### src/rtl/adc_align_ctrl.sv
// Frame-alignment controller for the ADC LVDS capture path (CLKDIV domain).
// Optional statistics counters (relock_count, fail_count) are enabled by `define ADC_ALIGN_STATS_EN.
//
// state  | meaning
// IDLE   | alignment disabled, ISERDES held in reset
// SRST   | ISERDES reset pulse, RST_CYC cycles
// SETTLE | wait SETTLE_CYC cycles after reset or slip
// CHECK  | single compare of frmData against FRAME_PATTERN
// SLIP   | one-cycle bitslip to every lane
// VERIFY | qualify LOCK_CNT consecutive matches
// LOCKED | aligned, tolerate up to ERR_LIMIT-1 consecutive errors
// FAIL   | no alignment within MAX_SLIPS, hold until disabled
module adc_align_ctrl #(
    parameter logic [7:0] FRAME_PATTERN = 8'hF0,
    parameter int         RST_CYC       = 8,
    parameter int         SETTLE_CYC    = 4,
    parameter int         MAX_SLIPS     = 8,
    parameter int         LOCK_CNT      = 16,
    parameter int         ERR_LIMIT     = 4
) (
    input  logic       CLKDIV,
    input  logic       RST,
    input  logic       adc_en,
    input  logic [7:0] frmData,
    output logic       iserdes_rst,
    output logic       bitslip,
    output logic       locked,
    output logic       align_fail,
    output logic [3:0] slip_count
`ifdef ADC_ALIGN_STATS_EN
    ,
    output logic [7:0] relock_count,
    output logic [7:0] fail_count
`endif
);

    localparam int MW = $clog2(LOCK_CNT + 1);
    localparam int EW = $clog2(ERR_LIMIT + 1);

    localparam logic [7:0]    RST_LOAD    = 8'(RST_CYC - 1);
    localparam logic [7:0]    SETTLE_LOAD = 8'(SETTLE_CYC - 1);
    localparam logic [3:0]    SLIP_MAX    = 4'(MAX_SLIPS);
    localparam logic [MW-1:0] LOCK_TC     = MW'(LOCK_CNT);
    localparam logic [EW-1:0] ERR_TC      = EW'(ERR_LIMIT);

    typedef enum logic [2:0] {
        IDLE, SRST, SETTLE, CHECK, SLIP, VERIFY, LOCKED, FAIL
    } state_t;

    state_t        state, state_nxt;
    logic [7:0]    tmr, tmr_nxt;
    logic [MW-1:0] match_cnt, match_nxt;
    logic [EW-1:0] err_cnt, err_nxt;
    logic [3:0]    slip_nxt;
    logic          match, can_slip;

    assign match    = (frmData == FRAME_PATTERN);
    assign can_slip = (slip_count < SLIP_MAX);

    always_comb begin
        state_nxt = state;
        tmr_nxt   = tmr;
        match_nxt = match_cnt;
        err_nxt   = err_cnt;
        slip_nxt  = slip_count;
        if (!adc_en) begin
            state_nxt = IDLE;
        end else begin
            case (state)
                IDLE: begin
                    state_nxt = SRST;
                    tmr_nxt   = RST_LOAD;
                    slip_nxt  = '0;
                end
                SRST: begin
                    if (tmr == '0) begin
                        state_nxt = SETTLE;
                        tmr_nxt   = SETTLE_LOAD;
                    end else begin
                        tmr_nxt = tmr - 8'd1;
                    end
                end
                SETTLE: begin
                    if (tmr == '0) state_nxt = CHECK;
                    else           tmr_nxt   = tmr - 8'd1;
                end
                CHECK: begin
                    if (match) begin
                        state_nxt = VERIFY;
                        match_nxt = '0;
                    end else if (can_slip) begin
                        state_nxt = SLIP;
                        slip_nxt  = slip_count + 4'd1;
                    end else begin
                        state_nxt = FAIL;
                    end
                end
                SLIP: begin
                    state_nxt = SETTLE;
                    tmr_nxt   = SETTLE_LOAD;
                end
                VERIFY: begin
                    // Lock is declared on the edge after the count is reached.
                    if (match_cnt == LOCK_TC) begin
                        state_nxt = LOCKED;
                        match_nxt = '0;
                        err_nxt   = '0;
                    end else if (match) begin
                        match_nxt = match_cnt + 1'b1;
                    end else begin
                        match_nxt = '0;
                        if (can_slip) begin
                            state_nxt = SLIP;
                            slip_nxt  = slip_count + 4'd1;
                        end else begin
                            state_nxt = FAIL;
                        end
                    end
                end
                LOCKED: begin
                    if (err_cnt == ERR_TC) begin
                        state_nxt = SETTLE;
                        tmr_nxt   = SETTLE_LOAD;
                        err_nxt   = '0;
                        slip_nxt  = '0;
                    end else if (match) begin
                        err_nxt = '0;
                    end else begin
                        err_nxt = err_cnt + 1'b1;
                    end
                end
                FAIL: state_nxt = FAIL;
                default: state_nxt = IDLE;
            endcase
        end
    end

    always_ff @(posedge CLKDIV) begin
        if (RST) begin
            state       <= IDLE;
            tmr         <= '0;
            match_cnt   <= '0;
            err_cnt     <= '0;
            slip_count  <= '0;
            iserdes_rst <= 1'b1;
            bitslip     <= 1'b0;
            locked      <= 1'b0;
            align_fail  <= 1'b0;
        end else begin
            state       <= state_nxt;
            tmr         <= tmr_nxt;
            match_cnt   <= match_nxt;
            err_cnt     <= err_nxt;
            slip_count  <= slip_nxt;
            iserdes_rst <= (state_nxt == IDLE) || (state_nxt == SRST);
            bitslip     <= (state_nxt == SLIP);
            locked      <= (state_nxt == LOCKED);
            align_fail  <= (state_nxt == FAIL);
        end
    end

`ifdef ADC_ALIGN_STATS_EN
    always_ff @(posedge CLKDIV) begin
        if (RST) begin
            relock_count <= '0;
            fail_count   <= '0;
        end else begin
            if (state == LOCKED && state_nxt == SETTLE && relock_count != 8'hFF)
                relock_count <= relock_count + 8'd1;
            if (state != FAIL && state_nxt == FAIL && fail_count != 8'hFF)
                fail_count <= fail_count + 8'd1;
        end
    end
`endif

endmodule

### config.mk
export PLATFORM = sky130hd
export DESIGN_NAME = adc_align_ctrl
export DESIGN_NICKNAME = d
export VERILOG_FILES = /design/src/rtl/adc_align_ctrl.sv
export SDC_FILE = /design/constraint.sdc
export NUM_CORES = 1
export LEC_CHECK = 0
export CAP_MARGIN = 20
export CORE_MARGIN = 2
export CORE_UTILIZATION = 51
export CTS_CLUSTER_DIAMETER = 120
export CTS_CLUSTER_SIZE = 12
export DETAILED_ROUTE_END_ITERATION = 10
export PLACE_DENSITY = 0.73
export SYNTH_ARGS = -nofsm -noshare
export SYNTH_HDL_FRONTEND = slang
export SYNTH_SLANG_ARGS = --single-unit
### constraint.sdc
create_clock -name CLKDIV -period 1.8 [get_ports CLKDIV]
set_input_delay 0.36 -clock CLKDIV [delete_from_list [all_inputs] [get_ports CLKDIV]]
set_output_delay 0.36 -clock CLKDIV [all_outputs]
set_load 0.05 [all_outputs]
==> flow_results.xml, run 1 <==
<?xml version="1.0" encoding="UTF-8"?>
<metrics>
  <group name="logic_synthesis">
    <metric name="syn_area_per_cell" unit="um2">8.47</metric>
    <metric name="synth.ff_latch_count" unit="">27</metric>
    <metric name="netlist.top_cell.by_area" unit="">dfxtp_1</metric>
    <metric name="async_flop_share" unit="%">0</metric>
    <metric name="synth-edff-count" unit="">0</metric>
    <metric name="yosysWarnings" unit="">0</metric>
    <metric name="ys_types" unit="">59</metric>
    <metric name="mappedNetlistNets" unit="">228</metric>
    <metric name="most_frequent_cells_after_synthesis" unit="">dfxtp_1, a21oi_1, inv_1, nand3_1, o21ai_0</metric>
    <metric name="yosysSeqAreaShare" unit="%">30.2</metric>
    <metric name="yosysTopAreaCellShare" unit="%">30.2</metric>
    <metric name="post-synth-top-count-cell" unit="">dfxtp_1</metric>
    <metric name="synth.cell_area" unit="mm2">0.00179</metric>
    <metric name="synth.top_cells.by_area" unit="">dfxtp_1, ha_1, a21oi_1</metric>
    <metric name="syn_inst" unit="">211</metric>
    <metric name="dominantRegCellSynth" unit="">dfxtp_1</metric>
  </group>
  <group name="clock_tree">
    <metric name="h_tree_depth" unit="">1</metric>
    <metric name="clk_latency_worst_skew_pair" unit="ps">340</metric>
    <metric name="tritoncts.num_buffers" unit="">3</metric>
    <metric name="clock_tree_from_tritoncts" unit="">yes</metric>
    <metric name="tritoncts_num_sinks" unit="">27</metric>
    <metric name="cts.reportedPaths.clkPinSlew" unit="ps">160</metric>
    <metric name="cts_hold_repair.buffers" unit="">0</metric>
    <metric name="ctsLongestPathBuffers" unit="">2</metric>
    <metric name="cts_root_buf" unit="">clkbuf_4</metric>
  </group>
  <group name="route">
    <metric name="routedWlPerCell" unit="um">17.3</metric>
    <metric name="dr.pass1.iters" unit="">4</metric>
    <metric name="drc_errors" unit="">0</metric>
    <metric name="antenna_violating_nets_post_route" unit="">0</metric>
    <metric name="detailroute.via_count" unit="">1999</metric>
    <metric name="post_drt_via_cell_ratio" unit="">6.35</metric>
    <metric name="detailedRoute.firstIterationViolations" unit="">119</metric>
    <metric name="routed_wirelength" unit="um">5450</metric>
  </group>
  <group name="layout">
    <metric name="final_net_count" unit="">287</metric>
    <metric name="num-fill-cells" unit="">264</metric>
    <metric name="stdcell_area" unit="mm2">0.00251</metric>
    <metric name="insertedDiodeCount" unit="">0</metric>
    <metric name="post_route_cells_drive_above_1_share" unit="%">37.2</metric>
    <metric name="ff_latch_area" unit="um2">548</metric>
    <metric name="syn_to_final_growth" unit="%">40.5</metric>
    <metric name="final_cells" unit="">315</metric>
    <metric name="multi_input_combinational_cell_area" unit="mm2">0.00132</metric>
    <metric name="finalCoreUtilization" unit="%">74.7</metric>
  </group>
  <group name="sta">
    <metric name="slew-limit-headroom" unit="%">66.9</metric>
    <metric name="timing.final.crit_share" unit="%">106</metric>
    <metric name="timing.final.hold_violations" unit="">0</metric>
    <metric name="clock.fmax" unit="MHz">523</metric>
    <metric name="setup_viol" unit="">4</metric>
    <metric name="period_needed" unit="ps">1910</metric>
    <metric name="maxSlewViolCount" unit="">0</metric>
    <metric name="grt_setup_unrepaired" unit="">yes</metric>
    <metric name="worst_slew_pin_slew" unit="ps">493</metric>
    <metric name="final.setup_skew" unit="ps">5.16</metric>
    <metric name="fin_ws" unit="ps">-111</metric>
  </group>
  <group name="critical_path">
    <metric name="worst_ep_required_time" unit="ps">2070</metric>
    <metric name="critical_path_peak_fanout" unit="">3</metric>
    <metric name="setup.worst_path.end_class" unit="">flip-flop</metric>
    <metric name="crit_arrival" unit="ps">2180</metric>
    <metric name="regToRegStartpoint" unit="">tmr[0]</metric>
    <metric name="timing.critical_path.from_type" unit="">flip-flop</metric>
    <metric name="critPathLaunch" unit="">tmr[0]</metric>
    <metric name="worstSetupPathType" unit="">flip-flop to flip-flop</metric>
  </group>
  <group name="global_route">
    <metric name="globalRouteOverflowTotal" unit="">0</metric>
    <metric name="track_usage" unit="%">26.3</metric>
    <metric name="grt_first_pass_wirelength" unit="um">8590</metric>
    <metric name="antenna_violations_before_repair" unit="">0</metric>
    <metric name="vias_in_the_first_global_route" unit="">1926</metric>
    <metric name="grt_start_max_net_pins" unit="">20</metric>
  </group>
  <group name="outcome">
    <metric name="outcome" unit="">finished with violations</metric>
    <metric name="violations" unit="">setup timing</metric>
  </group>
  <group name="flow_run">
    <metric name="max_cap_violations" unit="">0</metric>
  </group>
  <group name="floorplanning">
    <metric name="coreArea" unit="mm2">0.00336</metric>
    <metric name="starting_density_of_the_core" unit="%">53.2</metric>
    <metric name="placement_rows" unit="">21</metric>
    <metric name="floorplan.die_area" unit="mm2">0.00400</metric>
    <metric name="count_of_boundary_i_o_pins" unit="">19</metric>
    <metric name="die_width" unit="um">63.2</metric>
    <metric name="die-height" unit="um">63.2</metric>
  </group>
  <group name="placement">
    <metric name="globalplace.congestion" unit="">0.872</metric>
    <metric name="dp_cells" unit="">296</metric>
    <metric name="post-place-ws" unit="ps">-529</metric>
    <metric name="placement.io_buffers" unit="">18</metric>
    <metric name="placement.cell_area" unit="mm2">0.00219</metric>
    <metric name="dp_hpwl" unit="um">3600</metric>
  </group>
  <group name="power">
    <metric name="vdd.ir_drop.worst" unit="mV">0.338</metric>
    <metric name="static_leak" unit="nW">0.943</metric>
    <metric name="p_per_area" unit="mW/mm2">494</metric>
  </group>
  <group name="hold_path">
    <metric name="timing.hold.worst.start" unit="">tmr[1]</metric>
    <metric name="min-delay-path-class" unit="">flip-flop to flip-flop</metric>
  </group>
</metrics>
## final timing paths
| path | end | slack, ps | cells past startpoint |
|---|---|---|---|
| worst max-delay path | tmr[5] | -110 | 4 |
| worst min-delay path | tmr[1] | 510 | 2 |
| worst min register to register | tmr[1] | 510 | 2 |
| worst max register to register | tmr[5] | -110 | 4 |
## per-stage QoR
stage                     total power (W)  hold WS [ps]  setup TNS (ps)
after floorplan                  0.000771           438           -21.5
after global placement           0.000879           476           -5430
after detailed placement         0.000887           481           -6130
after CTS                         0.00119           503            -181
after global routing              0.00128           550            -612
final                             0.00124           510            -230
## state kept, by name (all words and copies together) (netlist names)
name and cells:
tmr 8, match_cnt 5, slip_count 4, err_cnt 3, state 3, align_fail 1, bitslip 1, iserdes_rst 1
locked 1
## per-layer routing
layer / GRT usage (%) / wire, um
met1: 29.7 / 2210
met2: 50.9 / 2900
met3: 2.86 / 240
met4: 8.15 / 97
met5: 0 / 0
## what timing repair did
item                       4_1_cts  5_1_grt
resized for setup               18       26
setup endpoints to repair       20       20
buffers inserted                 9        5
pin swaps                        8       19
cloned                           1        0
## cell families (layout without fill, tap and decap cells)
kind of cell | Yosys count | count (layout) | synth area share [%]
compound gates | 75 | 75 | 30.4
xor+xnor | 1 | 1 | 0.490
fa+ha+maj | 6 | 6 | 4.20
buf+inv | 24 | 81 | 5.74
flops | 27 | 27 | 30.2
simple gates | 78 | 79 | 28.9
## cell usage in the layout, fill, tap and decap left out, types with 3 or more instances in the layout
| cell | n |
|---|---|
| nor4_4 | 3 |
| nor2_1 | 5 |
| inv_1 | 11 |
| a211oi_2 | 3 |
| dfxtp_1 | 21 |
| or4_4 | 3 |
| dfxtp_2 | 6 |
| buf_6 | 3 |
| a21oi_1 | 14 |
| o21ai_0 | 8 |
| a211oi_1 | 5 |
| a21o_1 | 4 |
| or3_1 | 3 |
| nand2_1 | 7 |
| clkdlybuf4s50_1 | 9 |
| o31ai_2 | 4 |
| buf_4 | 50 |
| nand4_1 | 7 |
| nor2b_1 | 3 |
| o31ai_1 | 4 |
| o21a_1 | 3 |
| clkbuf_4 | 3 |
| and3_1 | 5 |
| a31oi_1 | 4 |
| nand3_1 | 11 |
| ha_1 | 4 |
| nor3_1 | 5 |
## area by class of cell
cell class                 instances  share of cell area [%]
timing repair buffer              63                    20.2
inverter                          14                    2.24
tap                               46                    2.29
clock buffer                       4                    1.05
sequential                        27                    21.8
multi-input combinational        161                    52.4
## critical path, cell delays in order, from the launching register on
cell and delay (ps):
dfxtp_2 370, or4b_4 550, or3_1 330, or4_1 400, a211oi_1 200
## power breakdown
group / switching [W] / internal [W] / total [W]
sequential: 0.0000119 / 0.000613 / 0.000625
clock: 0.000196 / 0.0000871 / 0.000283
combinational: 0.000162 / 0.000172 / 0.000334
total: 0.000370 / 0.000872 / 0.00124
Note: power is estimated with default switching activity, not from simulation.
==> inputs of run 2 (changes only) <==
TNS_END_PERCENT = 20   (was not set)
==> flow_results.xml, run 2 (synthesized netlist as in run 1, its figures left out) <==
<?xml version="1.0" encoding="UTF-8"?>
<metrics>
  <group name="critical_path">
    <metric name="rr_endpoint" unit="">tmr[5]</metric>
    <metric name="worstSetupPathType" unit="">flip-flop to flip-flop</metric>
    <metric name="crit_end" unit="">tmr[5]</metric>
    <metric name="critical_path_peak_fanout" unit="">3</metric>
    <metric name="worst_ep_required_time" unit="ps">2070</metric>
    <metric name="crit_arrival" unit="ps">2160</metric>
    <metric name="critPathLaunch" unit="">tmr[2]</metric>
    <metric name="timing.critical_path.from_type" unit="">flip-flop</metric>
    <metric name="setup.worst_path.end_class" unit="">flip-flop</metric>
    <metric name="regToRegStartpoint" unit="">tmr[2]</metric>
    <metric name="worst_r2r_path_depth" unit="">4</metric>
    <metric name="reg2reg_slack" unit="ps">-80</metric>
  </group>
  <group name="sta">
    <metric name="timing.final.crit_share" unit="%">105</metric>
    <metric name="setup_viol" unit="">3</metric>
    <metric name="maxSlewViolCount" unit="">0</metric>
    <metric name="grt_setup_unrepaired" unit="">yes</metric>
    <metric name="timing.final.hold_violations" unit="">0</metric>
    <metric name="final.setup_skew" unit="ps">9.60</metric>
    <metric name="worst_slew_pin_slew" unit="ps">401</metric>
    <metric name="fin_ws" unit="ps">-83.0</metric>
    <metric name="clock.fmax" unit="MHz">531</metric>
    <metric name="slew-limit-headroom" unit="%">73.1</metric>
    <metric name="period_needed" unit="ps">1880</metric>
  </group>
  <group name="layout">
    <metric name="insertedDiodeCount" unit="">0</metric>
    <metric name="ff_latch_area" unit="um2">548</metric>
    <metric name="finalCoreUtilization" unit="%">73.0</metric>
    <metric name="post_route_cells_drive_above_1_share" unit="%">35.2</metric>
    <metric name="mostFrequentLayoutCells" unit="">buf_4, dfxtp_1, a21oi_1</metric>
    <metric name="syn_to_final_growth" unit="%">37.4</metric>
    <metric name="final_cells" unit="">310</metric>
    <metric name="biggestRegsByFlops" unit="">tmr x8, match_cnt x5, slip_count x4</metric>
    <metric name="layout_commonest_cell" unit="">buf_4</metric>
    <metric name="largest_register_ffs" unit="">8</metric>
    <metric name="stdcell_area" unit="mm2">0.00246</metric>
    <metric name="largest_register" unit="">tmr</metric>
    <metric name="multi_input_combinational_cell_area" unit="mm2">0.00130</metric>
    <metric name="num-fill-cells" unit="">265</metric>
    <metric name="final_net_count" unit="">282</metric>
  </group>
  <group name="route">
    <metric name="post_drt_via_cell_ratio" unit="">6.24</metric>
    <metric name="drc_errors" unit="">0</metric>
    <metric name="antenna_violating_nets_post_route" unit="">0</metric>
    <metric name="detailedRoute.firstIterationViolations" unit="">120</metric>
    <metric name="detailroute.via_count" unit="">1933</metric>
    <metric name="dr.pass1.iters" unit="">4</metric>
    <metric name="routed_wirelength" unit="um">5130</metric>
    <metric name="routedWlPerCell" unit="um">16.6</metric>
  </group>
  <group name="global_route">
    <metric name="track_usage" unit="%">26.2</metric>
    <metric name="grt_first_pass_wirelength" unit="um">8490</metric>
    <metric name="grt_start_max_net_pins" unit="">20</metric>
    <metric name="antenna_violations_before_repair" unit="">0</metric>
    <metric name="globalRouteOverflowTotal" unit="">0</metric>
    <metric name="vias_in_the_first_global_route" unit="">1945</metric>
  </group>
  <group name="floorplanning">
    <metric name="count_of_boundary_i_o_pins" unit="">19</metric>
    <metric name="die_width" unit="um">63.2</metric>
    <metric name="die-height" unit="um">63.2</metric>
    <metric name="floorplan.die_area" unit="mm2">0.00400</metric>
    <metric name="coreArea" unit="mm2">0.00336</metric>
    <metric name="placement_rows" unit="">21</metric>
    <metric name="starting_density_of_the_core" unit="%">53.2</metric>
  </group>
  <group name="clock_tree">
    <metric name="cts_root_buf" unit="">clkbuf_4</metric>
    <metric name="cts.reportedPaths.clkPinSlew" unit="ps">150</metric>
    <metric name="tritoncts.num_buffers" unit="">3</metric>
    <metric name="ctsLongestPathBuffers" unit="">2</metric>
    <metric name="tritoncts_num_sinks" unit="">27</metric>
    <metric name="h_tree_depth" unit="">1</metric>
    <metric name="cts_hold_repair.buffers" unit="">0</metric>
    <metric name="clock_tree_from_tritoncts" unit="">yes</metric>
    <metric name="clk_latency_worst_skew_pair" unit="ps">340</metric>
  </group>
  <group name="placement">
    <metric name="dp_cells" unit="">302</metric>
    <metric name="placement.cell_area" unit="mm2">0.00223</metric>
    <metric name="post-place-ws" unit="ps">-561</metric>
    <metric name="dp_hpwl" unit="um">3850</metric>
    <metric name="placement.io_buffers" unit="">18</metric>
    <metric name="globalplace.congestion" unit="">0.866</metric>
  </group>
  <group name="power">
    <metric name="p_per_area" unit="mW/mm2">488</metric>
    <metric name="static_leak" unit="nW">0.938</metric>
    <metric name="vdd.ir_drop.worst" unit="mV">0.350</metric>
  </group>
  <group name="outcome">
    <metric name="outcome" unit="">finished with violations</metric>
    <metric name="violations" unit="">setup timing</metric>
  </group>
  <group name="flow_run">
    <metric name="max_cap_violations" unit="">0</metric>
  </group>
  <group name="hold_path">
    <metric name="min-delay-path-class" unit="">flip-flop to flip-flop</metric>
  </group>
</metrics>
[run 2: changes by cell type in the layout (fill, tap and decap cells not counted), sizes merged]
cell	before	now
nor4	5	4
clkinvlp	1	0
buf	53	49
inv	13	14
[run 2: report_power, final]
group	leakage (nW)	internal (W)	total, W	switching [W]
clock network	0.0150	0.0000871	0.000274	0.000187
logic	0.701	0.000152	0.000300	0.000148
registers	0.222	0.000613	0.000623	0.0000104
[run 2: worst min path at each step]
stage | end | startpoint | slack [ps] | cells after the start
3_5_place_dp | tmr[1] | tmr[1] | 490 | 2
3_3_place_gp | err_cnt[2] | err_cnt[2] | 470 | 2
6_report | err_cnt[1] | err_cnt[1] | 500 | 2
5_1_grt | err_cnt[1] | err_cnt[1] | 540 | 2
2_1_floorplan | tmr[3] | RST | 440 | 1
4_1_cts | err_cnt[1] | err_cnt[1] | 500 | 2
[run 2: final cells by class]
cell class | count | area share (%)
Tap cell | 46 | 2.34
Multi-Input combinational cell | 160 | 52.8
Timing Repair Buffer | 59 | 19.3
Inverter | 14 | 2.14
Sequential cell | 27 | 22.3
Clock buffer | 4 | 1.07
[run 2: critical path: stages, from the launching register on]
cell      delay, ps
dfxtp_1         340
or4b_4          550
or3_4           340
or4_4           420
a211oi_2        180
[run 2: what timing repair did]
item / in CTS / in global routing
buffers inserted: 2 / 2
endpoints found under the setup margin: 13 / 23
pin swaps: 5 / 7
gates resized for setup: 13 / 29
[run 2: through the flow]
stage	total power (W)	setup TNS, ps	hold slack (ps)
floorplan	0.000770	-23.1	438
global placement	0.000882	-5620	470
detailed placement	0.000890	-6670	494
CTS	0.00118	-163	505
global route	0.00125	-349	539
finish	0.00120	-123	497
[run 2: routing by layer]
metal / up-vias / share of wire, % / wire length [um] / track usage (%)
li1: 945 / - / - / -
met1: 909 / 42 / 2180 / 30.2
met2: 65 / 51 / 2600 / 46.0
met3: 14 / 4.7 / 240 / 5.36
met4: 0 / 2.3 / 116 / 13.0
met5: - / 0 / 0 / 0
